<file path="src/rtl/buzzer_tone_player.sv">
// Square-wave note player: programmable half-period and duration, followed by a fixed silent gap.
// One note is played per start request, and done pulses once the note and its gap are over.
module buzzer_tone_player #(
    parameter int unsigned HP_W       = 17,
    parameter int unsigned DUR_W      = 24,
    parameter int unsigned GAP_CYCLES = 32'h4000
) (
    input  logic             clk,
    input  logic             rst,
    input  logic             start,
    input  logic             stop,
    input  logic [HP_W-1:0]  half_period,
    input  logic [DUR_W-1:0] duration,
    output logic             busy,
    output logic             done,
    output logic             buzzer
);

    localparam int unsigned GapW  = (GAP_CYCLES < 2) ? 1 : $clog2(GAP_CYCLES);
    localparam bit          NoGap = (GAP_CYCLES == 0);
    localparam logic [GapW-1:0] GapLast = GapW'((GAP_CYCLES == 0) ? 0 : GAP_CYCLES - 1);

    typedef enum logic [1:0] {
        StIdle,
        StTone,
        StGap
    } state_e;

    state_e           state_q, state_d;
    logic [HP_W-1:0]  hp_q, hp_d;
    logic [DUR_W-1:0] dur_q, dur_d;
    logic [HP_W-1:0]  tone_cnt_q, tone_cnt_d;
    logic [DUR_W-1:0] dur_cnt_q, dur_cnt_d;
    logic [GapW-1:0]  gap_cnt_q, gap_cnt_d;
    logic             buzzer_q, buzzer_d;
    logic             busy_q, busy_d;
    logic             done_q, done_d;

    always_ff @(posedge clk) begin
        if (rst) begin
            state_q    <= StIdle;
            hp_q       <= '0;
            dur_q      <= '0;
            tone_cnt_q <= '0;
            dur_cnt_q  <= '0;
            gap_cnt_q  <= '0;
            buzzer_q   <= 1'b0;
            busy_q     <= 1'b0;
            done_q     <= 1'b0;
        end else begin
            state_q    <= state_d;
            hp_q       <= hp_d;
            dur_q      <= dur_d;
            tone_cnt_q <= tone_cnt_d;
            dur_cnt_q  <= dur_cnt_d;
            gap_cnt_q  <= gap_cnt_d;
            buzzer_q   <= buzzer_d;
            busy_q     <= busy_d;
            done_q     <= done_d;
        end
    end

    always_comb begin
        state_d    = state_q;
        hp_d       = hp_q;
        dur_d      = dur_q;
        tone_cnt_d = tone_cnt_q;
        dur_cnt_d  = dur_cnt_q;
        gap_cnt_d  = gap_cnt_q;
        buzzer_d   = buzzer_q;
        done_d     = 1'b0;

        unique case (state_q)
            StIdle: begin
                buzzer_d = 1'b0;
                if (start && !stop) begin
                    hp_d       = half_period;
                    dur_d      = duration;
                    tone_cnt_d = '0;
                    dur_cnt_d  = '0;
                    gap_cnt_d  = '0;
                    if (duration != '0) begin
                        state_d = StTone;
                    end else if (NoGap) begin
                        done_d = 1'b1;
                    end else begin
                        state_d = StGap;
                    end
                end
            end

            StTone: begin
                if (stop) begin
                    state_d  = StIdle;
                    buzzer_d = 1'b0;
                end else begin
                    dur_cnt_d = dur_cnt_q + DUR_W'(1);
                    // hp == 0 is a rest: the output simply never toggles
                    if (hp_q != '0) begin
                        if (tone_cnt_q == hp_q - HP_W'(1)) begin
                            tone_cnt_d = '0;
                            buzzer_d   = ~buzzer_q;
                        end else begin
                            tone_cnt_d = tone_cnt_q + HP_W'(1);
                        end
                    end
                    // End of note silences the pin even if a toggle was due
                    if (dur_cnt_q == dur_q - DUR_W'(1)) begin
                        buzzer_d  = 1'b0;
                        gap_cnt_d = '0;
                        if (NoGap) begin
                            state_d = StIdle;
                            done_d  = 1'b1;
                        end else begin
                            state_d = StGap;
                        end
                    end
                end
            end

            StGap: begin
                buzzer_d = 1'b0;
                if (stop) begin
                    state_d = StIdle;
                end else if (gap_cnt_q == GapLast) begin
                    state_d = StIdle;
                    done_d  = 1'b1;
                end else begin
                    gap_cnt_d = gap_cnt_q + GapW'(1);
                end
            end

            default: begin
                state_d  = StIdle;
                buzzer_d = 1'b0;
            end
        endcase
    end

    assign busy_d = (state_d != StIdle);

    assign busy   = busy_q;
    assign done   = done_q;
    assign buzzer = buzzer_q;

endmodule
</file>
<file path="config.mk">
export PLATFORM = sky130hd
export DESIGN_NAME = buzzer_tone_player
export DESIGN_NICKNAME = d
export VERILOG_FILES = /design/src/rtl/buzzer_tone_player.sv
export SDC_FILE = /design/constraint.sdc
export NUM_CORES = 1
export LEC_CHECK = 0
export ABC_AREA = 0
export CORE_MARGIN = 3
export CORE_UTILIZATION = 59
export CTS_CLUSTER_SIZE = 14
export DETAILED_ROUTE_END_ITERATION = 7
export GPL_TIMING_DRIVEN = 0
export PLACE_DENSITY = 0.83
export SYNTH_ARGS = -nofsm -noshare
export SYNTH_HDL_FRONTEND = slang
export SYNTH_SLANG_ARGS = --single-unit
</file>
<file path="constraint.sdc">
create_clock -name clk -period 3.4 [get_ports clk]
set_input_delay 1.02 -clock clk [delete_from_list [all_inputs] [get_ports clk]]
set_output_delay 1.02 -clock clk [all_outputs]
set_load 0.05 [all_outputs]
</file>
==> flow_summary_export.csv <==
group,metric,value,unit
place,dp_hpwl,11.5,mm
power,peakVddDrop,0.382,mV
worst_setup_path,cp-start-kind,"primary input",
global_routing,grt_pass1_wl,25.7,mm
worst_setup_path,worstPathMaxFanout,8,
synthesis,synthTopCellsByArea,"dfxtp_1, nand2_1, xnor2_1, a21oi_1, xor2_1",
cells_and_area,n_antenna_cell,0,
synthesis,async_reset_ff_share,0,%
clock_network,htree_levels,3,
clock_network,ctsLongestPathBuffers,2,
floorplan,coreArea,0.00950,sq mm
detailed_routing,postRouteAntennaNets,0,
cells_and_area,synthToLayoutAreaGrowth,16.4,%
power,powerDensity,395,mW/mm^2
cells_and_area,final_util,72.3,%
detailed_routing,wl_per_cell,16.4,um
synthesis,synth_flop_cell,"dfxtp_1",
global_routing,grt_pass1_vias,5596,
clock_network,clkTransAtPathRegs,0.10,ns
detailed_routing,drc,0,
timing,final_max_slew_viol_count,0,
synthesis,synth_top_area_cell,"dfxtp_1",
timing,worst_slew_pin_slew,0.968,ns
run,maxCapViolCount,0,
timing,tns,0,ns
clock_network,hold_buffers,0,
worst_setup_path,critPathRequiredTime,3.71,ns
worst_setup_path,endpoint_kind,"register",
global_routing,antenna_found_initial,0,
synthesis,synth_edf_count,0,
floorplan,start_util,62.2,%
worst_setup_path,worstSetupPathType,"primary input to register",
cells_and_area,multiInputGateArea,0.00375,sq mm
global_routing,gr-usage-all-layers,27.9,%
cells_and_area,drive_above_1_share,7.78,%
synthesis,seq_area_frac_synth,34.2,%
synthesis,yosysWarnings,0,
worst_setup_path,cp_slowest_cell,"or4_4",
floorplan,io_pins,48,
clock_network,cts_tree,"yes",
timing,setup_violations,0,
clock_network,numCtsBuffers,9,
synthesis,avgSynthCellArea,7.80,sq um
place,portBuffers,47,
floorplan,die_w,106,um
worst_setup_path,path_cells,"clkdlybuf4s50_1 -> nor2_1 -> or3_4 -> or4_4 -> nor2_2 -> nand4_1 -> or3_1 -> a21oi_1",
synthesis,synth_area,0.00591,sq mm
power,p_leak,2.30,nW
worst_setup_path,critPathArrivalTime,3.61,ns
synthesis,synth.distinct_cells,67,
synthesis,synthesis.nets,808,
clock_network,clock_latency,0.39,ns
floorplan,die_area,0.0112,sq mm
detailed_routing,viasPerCell,6.09,
cells_and_area,layout.nets,869,
worst_setup_path,slowest_delay,0.60,ns
timing,hold_viol,0,
floorplan,die_y,106,um
timing,finalCriticalPeriod,3.29,ns
status,status,"finished, final reports clean",
timing,slew_headroom,34.9,%
timing,clock.fmax,304,MHz
synthesis,synth_top_area_share,34.2,%
detailed_routing,first_iter_violations,394,
global_routing,grt_remaining_overflow,0,
detailed_routing,dr.pass1.iters,5,
synthesis,syn-instance-count,757,
place,gp_congestion,0.966,
detailed_routing,routed_wirelength,15.6,mm
global_routing,grt_max_degree,18,
timing,period_share,96.8,%
clock_network,cts.sinks,101,
hold_path,hold_class,"register to register",
cells_and_area,nFillCells,784,
synthesis,synth_seq_cells,101,
timing,clock_skew,0.0172,ns
clock_network,root_buffer,"clkbuf_8",
detailed_routing,vias,5800,
floorplan,num_rows,35,
cells_and_area,seqCellArea,0.00202,sq mm
## critical path: cells and delay by family
| kind | cells | cell delay, ns |
|---|---|---|
| buffers and inverters | 1 | 0.48 |
| AOI/OAI and AO/OA | 1 | 0.14 |
| and+or+nand+nor | 6 | 1.96 |
## cell usage in the layout (no fill, tap or decap), types with 3 or more instances in the layout
| cell type | n |
|---|---|
| o21ai_0 | 27 |
| clkbuf_8 | 9 |
| clkbuf_1 | 35 |
| xor2_1 | 37 |
| buf_4 | 7 |
| ha_1 | 4 |
| buf_6 | 3 |
| dfxtp_1 | 101 |
| o21a_1 | 3 |
| inv_6 | 3 |
| nand3_1 | 28 |
| nor2b_1 | 4 |
| nor2_1 | 66 |
| and2_1 | 6 |
| and4_1 | 4 |
| nand2b_1 | 6 |
| nand2_1 | 119 |
| nor4_4 | 3 |
| nand4_1 | 25 |
| nor4_1 | 15 |
| xnor2_1 | 50 |
| nor3b_1 | 5 |
| or3_1 | 19 |
| nor3_1 | 18 |
| or4_4 | 4 |
| nor4_2 | 7 |
| a21oi_1 | 65 |
| inv_1 | 11 |
| or4_1 | 7 |
| clkdlybuf4s50_1 | 46 |
| and3b_1 | 3 |
| a31oi_1 | 5 |
| and3_1 | 10 |
## final cells by class
class / instances / share of cell area [%]
multi-input cells: 600 / 54.5
flip-flops and latches: 101 / 29.4
repair buffers: 52 / 7.43
plain buffers: 42 / 2.77
well taps: 129 / 2.35
clock buffers: 10 / 1.86
clock inverters: 6 / 1.00
inverters: 12 / 0.655
## per-layer routing
metal	up-vias	GRT usage (%)	part of all wire, %
li1	2804	-	-
met1	2759	33.0	42
met2	190	49.5	50
met3	47	6.13	5.7
met4	0	9.81	3.0
met5	-	0	0
## sequential cells by signal, summed over array words and instances, names as in the netlist
register / count
busy: 1
buzzer: 1
done: 1
dur_cnt_q: 24
dur_q: 24
gap_cnt_q: 14
hp_q: 17
state_q: 2
tone_cnt_q: 17
## synthesized netlist by cell type (all sizes together), types with 6 or more instances
cell / number
nand4: 26
nand2b: 6
nand2: 119
a21oi: 65
nor3b: 6
xnor2: 50
nor4: 25
dfxtp: 101
and2: 6
inv: 12
and3: 10
ha: 6
nor2: 67
or4: 11
o21ai: 29
xor2: 37
buf: 8
nor3: 20
nand3: 28
or3: 20
clkbuf: 36
## metrics by stage
| step | worst slack, ns | cell area (sq um) | instances | hold WS (ns) | power [W] |
|---|---|---|---|---|---|
| 2_1_floorplan | 0.330 | 5910 | 757 | 0.447 | 0.00170 |
| 6_report | 0.107 | 6870 | 952 | 0.490 | 0.00272 |
| 4_1_cts | 0.0255 | 6800 | 950 | 0.490 | 0.00269 |
| 3_3_place_gp | -0.511 | 6540 | 933 | 0.457 | 0.00186 |
| 5_1_grt | -0.0163 | 6870 | 952 | 0.513 | 0.00283 |
| 3_5_place_dp | -0.569 | 6540 | 933 | 0.476 | 0.00188 |
## path summary, 6_finish.rpt
path                       from       endpoint  slack [ns]  depth (start not counted)
setup / recovery          start  dur_cnt_q[21]        0.11                          8
hold / removal    gap_cnt_q[13]  gap_cnt_q[13]        0.49                          2
setup reg to reg      dur_q[11]   gap_cnt_q[0]        0.14                         10
hold reg to reg   gap_cnt_q[13]  gap_cnt_q[13]        0.49                          2
## power breakdown
| part | total (W) | internal [W] | switching (W) |
|---|---|---|---|
| Sequential | 0.00125 | 0.00121 | 0.0000405 |
| Clock | 0.000806 | 0.000348 | 0.000458 |
| Combinational | 0.000657 | 0.000278 | 0.000379 |
| Total | 0.00272 | 0.00184 | 0.000878 |
## cell families after synthesis
| kind of cell | Yosys count | share of synthesized area [%] |
|---|---|---|
| adder cells (fa/ha/maj) | 6 | 1.27 |
| XOR/XNOR | 87 | 12.9 |
| multiplexers | 2 | 0.339 |
| AO/OA/AOI/OAI | 135 | 14.3 |
| buffers and inverters | 56 | 4.07 |
| AND/OR/NAND/NOR | 370 | 32.9 |
| flip-flops | 101 | 34.2 |
## repair_timing
action / CTS / global route
pin swaps: 4 / 4
endpoints found under the setup margin: 33 / 43
setup buffers: 2 / 3
gates resized for setup: 10 / 17
Power figures use the tool's default switching activity.
